<file path="config.mk">
export PLATFORM = sky130hd
export DESIGN_NAME = serial_loader
export DESIGN_NICKNAME = d
export VERILOG_FILES = /design/src/rtl/serial_loader.sv
export SDC_FILE = /design/constraint.sdc
export NUM_CORES = 1
export LEC_CHECK = 0
export ABC_AREA = 1
export CAP_MARGIN = 20
export CORE_ASPECT_RATIO = 1.5
export CORE_MARGIN = 2
export CORE_UTILIZATION = 55
export CTS_BUF_LIST = sky130_fd_sc_hd__clkbuf_2
export DETAILED_ROUTE_END_ITERATION = 10
export GPL_ROUTABILITY_DRIVEN = 0
export GPL_TIMING_DRIVEN = 0
export PLACE_DENSITY_LB_ADDON = 0.25
export SKIP_LAST_GASP = 1
export SYNTH_ARGS = -nofsm -noshare
export SYNTH_HDL_FRONTEND = slang
export SYNTH_SLANG_ARGS = --single-unit
</file>
<file path="constraint.sdc">
create_clock -name clk -period 6.7 [get_ports clk]
set_input_delay 0.67 -clock clk [delete_from_list [all_inputs] [get_ports clk]]
set_output_delay 0.67 -clock clk [all_outputs]
set_load 0.01 [all_outputs]
</file>
<file path="src/rtl/serial_loader.sv">
// serial_loader: receives framed bytes over an 8N1 UART and writes the
// payload into SDRAM through a single-request write interface.
//
// Frame: A5 | addr[7:0] | addr[15:8] | addr[22:16] | len[7:0] | len[15:8] | len data bytes
// Data bytes pass through a 4-entry FIFO so the UART never stalls on the
// SDRAM controller. When the FIFO is full, the byte is dropped and the sticky
// error flag is set.
module serial_loader #(
  parameter int CLK_PER_BIT = 200
) (
  input  logic        clk,
  input  logic        rst,
  input  logic        rx,
  output logic [22:0] addr,
  output logic        rw,
  output logic [7:0]  data_in,
  output logic        in_valid,
  input  logic        busy,
  output logic        done,
  output logic        err
);

  localparam int CNT_W = $clog2(CLK_PER_BIT + 1);
  localparam logic [CNT_W-1:0] BIT_LAST  = CNT_W'(CLK_PER_BIT - 1);
  localparam logic [CNT_W-1:0] HALF_LAST = CNT_W'(CLK_PER_BIT / 2 - 1);
  localparam logic [7:0]       SYNC_BYTE = 8'hA5;

  typedef enum logic [2:0] {
    RX_IDLE, RX_START, RX_DATA, RX_STOP, RX_WAIT_HIGH
  } rx_state_t;

  typedef enum logic [2:0] {
    SYNC, ADR0, ADR1, ADR2, LEN0, LEN1, DATA
  } p_state_t;

  typedef enum logic [1:0] {
    W_IDLE, W_REQ, W_WAIT
  } w_state_t;

  // ---------------------------------------------------------------------------
  // UART receiver
  // ---------------------------------------------------------------------------
  logic             rx_meta_q, rx_sync_q, rx_prev_q;
  rx_state_t        rx_state_q;
  logic [CNT_W-1:0] rx_cnt_q;
  logic [2:0]       rx_bit_q;
  logic [7:0]       rx_byte_q;
  logic             rx_valid_q;
  logic             rx_ferr_q;

  // Two-flop synchronizer on rx, plus a delayed copy to detect the falling edge.
  always_ff @(posedge clk) begin
    // NOTE: every sequential assignment is non-blocking. The three flops then
    // form a true shift chain, not one wire evaluated in program order.
    if (rst) begin
      rx_meta_q <= 1'b1;
      rx_sync_q <= 1'b1;
      rx_prev_q <= 1'b1;
    end else begin
      rx_meta_q <= rx;
      rx_sync_q <= rx_meta_q;
      rx_prev_q <= rx_sync_q;
    end
  end

  // Bit-timing FSM: find the start edge, confirm it at mid-bit, then sample each bit at its centre.
  always_ff @(posedge clk) begin
    if (rst) begin
      rx_state_q <= RX_IDLE;
      rx_cnt_q   <= '0;
      rx_bit_q   <= '0;
      rx_byte_q  <= '0;
      rx_valid_q <= 1'b0;
      rx_ferr_q  <= 1'b0;
    end else begin
      rx_valid_q <= 1'b0;
      rx_ferr_q  <= 1'b0;
      case (rx_state_q)
        RX_IDLE: begin
          if (rx_prev_q && !rx_sync_q) begin
            rx_cnt_q   <= '0;
            rx_state_q <= RX_START;
          end
        end
        RX_START: begin
          if (rx_cnt_q == HALF_LAST) begin
            rx_cnt_q <= '0;
            if (!rx_sync_q) begin
              rx_bit_q   <= '0;
              rx_state_q <= RX_DATA;
            end else begin
              // Line went back high before mid-bit: a glitch, not a start bit.
              rx_state_q <= RX_IDLE;
            end
          end else begin
            rx_cnt_q <= rx_cnt_q + 1'b1;
          end
        end
        RX_DATA: begin
          if (rx_cnt_q == BIT_LAST) begin
            rx_cnt_q  <= '0;
            rx_byte_q <= {rx_sync_q, rx_byte_q[7:1]};
            if (rx_bit_q == 3'd7) begin
              rx_state_q <= RX_STOP;
            end else begin
              rx_bit_q <= rx_bit_q + 1'b1;
            end
          end else begin
            rx_cnt_q <= rx_cnt_q + 1'b1;
          end
        end
        RX_STOP: begin
          if (rx_cnt_q == BIT_LAST) begin
            rx_cnt_q <= '0;
            if (rx_sync_q) begin
              rx_valid_q <= 1'b1;
              rx_state_q <= RX_IDLE;
            end else begin
              // Framing error. A low line here would look like a new start
              // bit, so wait for the line to return high first.
              rx_ferr_q  <= 1'b1;
              rx_state_q <= RX_WAIT_HIGH;
            end
          end else begin
            rx_cnt_q <= rx_cnt_q + 1'b1;
          end
        end
        RX_WAIT_HIGH: begin
          if (rx_sync_q) rx_state_q <= RX_IDLE;
        end
        default: rx_state_q <= RX_IDLE;
      endcase
    end
  end

  // ---------------------------------------------------------------------------
  // FIFO storage and control strobes
  // ---------------------------------------------------------------------------
  p_state_t    p_state_q;
  logic [22:0] waddr_q;
  logic [15:0] len_q;
  logic        err_q;

  logic [22:0] fifo_addr_q [4];
  logic [7:0]  fifo_data_q [4];
  logic        fifo_last_q [4];
  logic [1:0]  wr_ptr_q, rd_ptr_q;
  logic [2:0]  fifo_cnt_q;

  w_state_t    w_state_q;
  logic        w_first_q;

  logic        push_req, push, drop, pop, is_last;
  logic [1:0]  prev_ptr;

  // Decode this cycle's FIFO push, drop and pop.
  always_comb begin
    // NOTE: every output gets a default first. A path that leaves one
    // unassigned would infer a latch.
    push_req = 1'b0;
    push     = 1'b0;
    drop     = 1'b0;
    pop      = 1'b0;
    is_last  = 1'b0;
    prev_ptr = wr_ptr_q - 2'd1;
    pop      = (w_state_q == W_IDLE) && (fifo_cnt_q != 3'd0) && !busy;
    if (rx_valid_q && (p_state_q == DATA)) begin
      push_req = 1'b1;
      is_last  = (len_q == 16'd1);
      // A pop in the same cycle frees a slot, so a full FIFO can still accept the byte.
      if ((fifo_cnt_q != 3'd4) || pop) push = 1'b1;
      else                             drop = 1'b1;
    end
  end

  // Frame parser: one state step per received byte; a framing error forces resynchronisation.
  always_ff @(posedge clk) begin
    if (rst) begin
      p_state_q <= SYNC;
      waddr_q   <= '0;
      len_q     <= '0;
      err_q     <= 1'b0;
    end else if (rx_ferr_q) begin
      p_state_q <= SYNC;
      err_q     <= 1'b1;
    end else if (rx_valid_q) begin
      case (p_state_q)
        SYNC: if (rx_byte_q == SYNC_BYTE) p_state_q <= ADR0;
        ADR0: begin
          waddr_q[7:0] <= rx_byte_q;
          p_state_q    <= ADR1;
        end
        ADR1: begin
          waddr_q[15:8] <= rx_byte_q;
          p_state_q     <= ADR2;
        end
        ADR2: begin
          waddr_q[22:16] <= rx_byte_q[6:0];
          p_state_q      <= LEN0;
        end
        LEN0: begin
          len_q[7:0] <= rx_byte_q;
          p_state_q  <= LEN1;
        end
        LEN1: begin
          len_q[15:8] <= rx_byte_q;
          p_state_q   <= ({rx_byte_q, len_q[7:0]} == 16'd0) ? SYNC : DATA;
        end
        DATA: begin
          // The address and count advance even when the byte is dropped,
          // so the following bytes still land at their own addresses.
          waddr_q <= waddr_q + 23'd1;
          len_q   <= len_q - 16'd1;
          if (drop) err_q <= 1'b1;
          if (is_last) p_state_q <= SYNC;
        end
        default: p_state_q <= SYNC;
      endcase
    end
  end

  // FIFO payload: address, data and end-of-frame marker for each queued byte.
  always_ff @(posedge clk) begin
    // NOTE: the payload array is not reset. Only slots between rd_ptr and
    // wr_ptr are ever read, and resetting the pointers makes them all invalid.
    if (push) begin
      fifo_addr_q[wr_ptr_q] <= waddr_q;
      fifo_data_q[wr_ptr_q] <= rx_byte_q;
      fifo_last_q[wr_ptr_q] <= is_last;
    end else if (drop && is_last) begin
      // The frame's last byte did not fit. Move the end-of-frame marker to the
      // newest queued byte so done fires when the queue drains that far.
      fifo_last_q[prev_ptr] <= 1'b1;
    end
  end

  // FIFO pointers and occupancy.
  always_ff @(posedge clk) begin
    if (rst) begin
      wr_ptr_q   <= '0;
      rd_ptr_q   <= '0;
      fifo_cnt_q <= '0;
    end else begin
      if (push) wr_ptr_q <= wr_ptr_q + 2'd1;
      if (pop)  rd_ptr_q <= rd_ptr_q + 2'd1;
      case ({push, pop})
        2'b10:   fifo_cnt_q <= fifo_cnt_q + 3'd1;
        2'b01:   fifo_cnt_q <= fifo_cnt_q - 3'd1;
        default: fifo_cnt_q <= fifo_cnt_q;
      endcase
    end
  end

  // ---------------------------------------------------------------------------
  // SDRAM write engine
  // ---------------------------------------------------------------------------
  logic [22:0] addr_q;
  logic [7:0]  data_q;
  logic        rw_q, in_valid_q, done_q;

  // Write engine: take the FIFO head, strobe one request, then wait for the controller to go idle.
  always_ff @(posedge clk) begin
    if (rst) begin
      w_state_q  <= W_IDLE;
      w_first_q  <= 1'b0;
      addr_q     <= '0;
      data_q     <= '0;
      rw_q       <= 1'b0;
      in_valid_q <= 1'b0;
      done_q     <= 1'b0;
    end else begin
      in_valid_q <= 1'b0;
      done_q     <= 1'b0;
      case (w_state_q)
        W_IDLE: begin
          if (pop) begin
            // Outputs are loaded here so they show the head in the W_REQ
            // cycle, and they hold until the next request.
            addr_q     <= fifo_addr_q[rd_ptr_q];
            data_q     <= fifo_data_q[rd_ptr_q];
            done_q     <= fifo_last_q[rd_ptr_q];
            rw_q       <= 1'b1;
            in_valid_q <= 1'b1;
            w_state_q  <= W_REQ;
          end
        end
        W_REQ: begin
          w_first_q <= 1'b1;
          w_state_q <= W_WAIT;
        end
        W_WAIT: begin
          // The controller may take a cycle to raise busy, so busy is not
          // checked in the first wait cycle.
          if (w_first_q)  w_first_q <= 1'b0;
          else if (!busy) w_state_q <= W_IDLE;
        end
        default: w_state_q <= W_IDLE;
      endcase
    end
  end

  assign addr     = addr_q;
  assign data_in  = data_q;
  assign rw       = rw_q;
  assign in_valid = in_valid_q;
  assign done     = done_q;
  assign err      = err_q;

endmodule

</file>
==> flow_metrics.tcl <==
set metrics [dict create \
    antenna_found_initial 1 \
    cts_buffers 54 \
    syn_area_per_cell_sq_um 8.64 \
    peakVddDrop_uv 167 \
    die_w_um 118 \
    min_period_ns 2.41 \
    synth_compound_area_share_pct 14.1 \
    cts.path.max_buffers 3 \
    worst-setup-path-type "flop to output port" \
    nets 1351 \
    clock_skew_ns 0.0597 \
    fin_setup_tns_ns 0 \
    p_leak_uw 0.00485 \
    min_path_type "flop to flop" \
    synth_fp_nets 1253 \
    post-cts-setup-buffers 0 \
    synth_area_leaders "edfxtp_1 36%, dfxtp_1 21%, nor2_1 8.9%" \
    synthToLayoutAreaGrowth_pct 12.4 \
    synthXorXnorAreaFrac_pct 0.657 \
    rsz0062_at_grt "no" \
    max-cap-violations 0 \
    clock_latency_ns 0.83 \
    h-tree-depth 2 \
    synth.most_common_cell "nor2_1" \
    crit_buf_inv 1 \
    synth_area_sq_um 10700 \
    cp_max_fo 2 \
    pin_count 39 \
    ctsResizeCount 0 \
    crit_chain "clkdlybuf4s50_1" \
    synthFlopType "edfxtp_1" \
    worst_path_max_delay_cell "clkdlybuf4s50_1" \
    synth_top_area_share_pct 36.0 \
    dpl.hpwl_um 18200 \
    ctsHoldBuffers 0 \
    cts_tree "done" \
    ys_ff_latch 242 \
    relSlewSlack_pct 51.5 \
    clock-root-buffer "clkbuf_2" \
    async_flop_share_pct 0 \
    drtIter0Drc 678 \
    ys_warn_count 0 \
    drc_errors 0 \
    ys_seq_area_share_pct 57.4 \
    synth_edf_count 128 \
    via_per_inst 5.42 \
    p_per_area_nw_per_um2 283 \
    synth-simple-area-share_pct 20.4 \
    maxSlewViolCount 0 \
    setup_viol 0 \
    design.die.area_sq_um 20500 \
    final_util_pct 62.8 \
    worstMarginPinSlew_ns 0.727 \
    outcome "complete, no violations" \
    clock_sinks 242 \
    port-buffer-count 38 \
    std_cell_rows 62 \
    postSynthCellCount 1234 \
    grt_max_degree 30 \
    die_h_um 175 \
    grt_first_pass_wirelength_um 42500 \
    arrival_ns 1.74 \
    synth_top_family_by_area "simple AND/OR/NAND/NOR gates" \
    dr.pass1.iters 6 \
    fill_cells 1688 \
    drive_gt1_share_pct 9.90 \
    grt_pass1_vias 8715 \
    ys_top_cells_by_count "254 x nor2_1, 210 x nand2_1, 166 x o21ai_0" \
    slowest_delay_ns 0.55 \
    max_freq_mhz 416 \
    ant_nets 0 \
    wire_per_inst_um 16.2 \
    vias 8847 \
    cp.required_ns 6.03 \
    critical_path.top_delay_family "buffers and inverters" \
    report.final.hold_viol_count 0 \
    gr-usage-all-layers_pct 25.9 \
    cts.clk_slew.worst_paths_ns 0.11 \
    synthAdderAreaFrac_pct 1.83 \
    critPathLaunchType "flop" \
    post-route-period-util_pct 35.9 \
    start_util_pct 55.9 \
    routed_wl_um 26500 \
    worstSetupEndpointType "output port" \
    synthMuxAreaShare_pct 0 \
    gr-total-overflow 0 \
    core_sq_um 19100 \
    yosysTopAreaCell "edfxtp_1" \
    yosysUniqueCellTypes 38 \
]
[area by class of cell]
cell class | count | area, sq um | area share (%)
Antenna cell | 1 | 2.50 | 0.0209
Buffer | 50 | 220 | 1.84
Clock buffer | 81 | 405 | 3.38
Clock inverter | 17 | 103 | 0.856
Inverter | 101 | 379 | 3.16
Multi-Input combinational cell | 841 | 3970 | 33.1
Sequential cell | 242 | 6130 | 51.1
Tap cell | 256 | 320 | 2.67
Timing Repair Buffer | 42 | 460 | 3.84
[through the flow]
| step | total power (uW) | std cells | setup WS [ns] | hold slack (ns) | cell area (sq um) |
|---|---|---|---|---|---|
| floorplan | 2180 | 1234 | 3.84 | 0.389 | 10700 |
| global placement | 2470 | 1528 | 2.27 | 0.394 | 11400 |
| detailed placement | 2500 | 1532 | 3.61 | 0.401 | 11500 |
| CTS | 3410 | 1630 | 4.22 | 0.367 | 12000 |
| global route | 3580 | 1631 | 4.19 | 0.374 | 12000 |
| finish | 3390 | 1631 | 4.29 | 0.422 | 12000 |
[cell usage in the layout (no fill, tap or decap), types with 2 or more instances in the layout]
cell type        instances
nor2_2                   2
clkinv_4                 2
nand2_1                210
and2_1                   2
o21bai_1                 3
a21boi_0                 2
clkinv_2                 2
a21oi_1                 55
nand4_1                  5
or2_2                    6
clkbuf_2                81
inv_1                   92
nand3_1                 34
inv_2                    8
edfxtp_1               128
a31oi_1                 48
o21ai_0                166
buf_2                   17
nor2_1                 250
buf_12                   4
xnor2_1                  3
clkinv_1                13
nor2_4                   7
ha_1                    14
dfxtp_1                114
xor2_1                   5
o211ai_1                 2
clkdlybuf4s50_1         38
o21ai_1                  4
nand3b_1                 7
clkbuf_1                31
nor3_1                   7
[worst paths after layout]
path,cells past startpoint,startpoint,end,slack [ns]
hold reg to reg,1,rx_meta_q,rx_sync_q,0.42
setup / recovery,1,data_in[5],data_in[5],4.29
setup reg to reg,7,w_state_q[1],addr[22],4.57
hold / removal,1,rx_meta_q,rx_sync_q,0.42
[cells by family (layout without fill, tap and decap cells)]
family,after synthesis,in the layout
fa+ha+maj,15,15
flops,242,242
other cells,0,1
buf+inv,151,291
compound gates,283,283
simple gates,535,535
xor+xnor,8,8
[registers in the layout, indices dropped and copies added, names as in the netlist, 4 cells and up]
name / flops
data_in: 8
fifo_last_q: 4
addr: 23
fifo_addr_q: 92
len_q: 16
rx_cnt_q: 8
rx_byte_q: 8
fifo_data_q: 32
waddr_q: 23
[power by group]
group / switching [uW] / internal [uW] / total, uW
sequential: 57.7 / 1640 / 1700
clock: 562 / 364 / 926
combinational: 463 / 297 / 760
[metal layers]
layer | routed length, um | track usage [%] | vias up | share of wire (%)
met5 | 0 | 0 | - | 0
met4 | 820 | 12.2 | 0 | 3.1
met3 | 1570 | 4.07 | 64 | 5.9
met2 | 14200 | 49.2 | 304 | 54
met1 | 9820 | 27.8 | 4110 | 37
li1 | - | - | 4369 | -
Power figures use the tool's default switching activity.
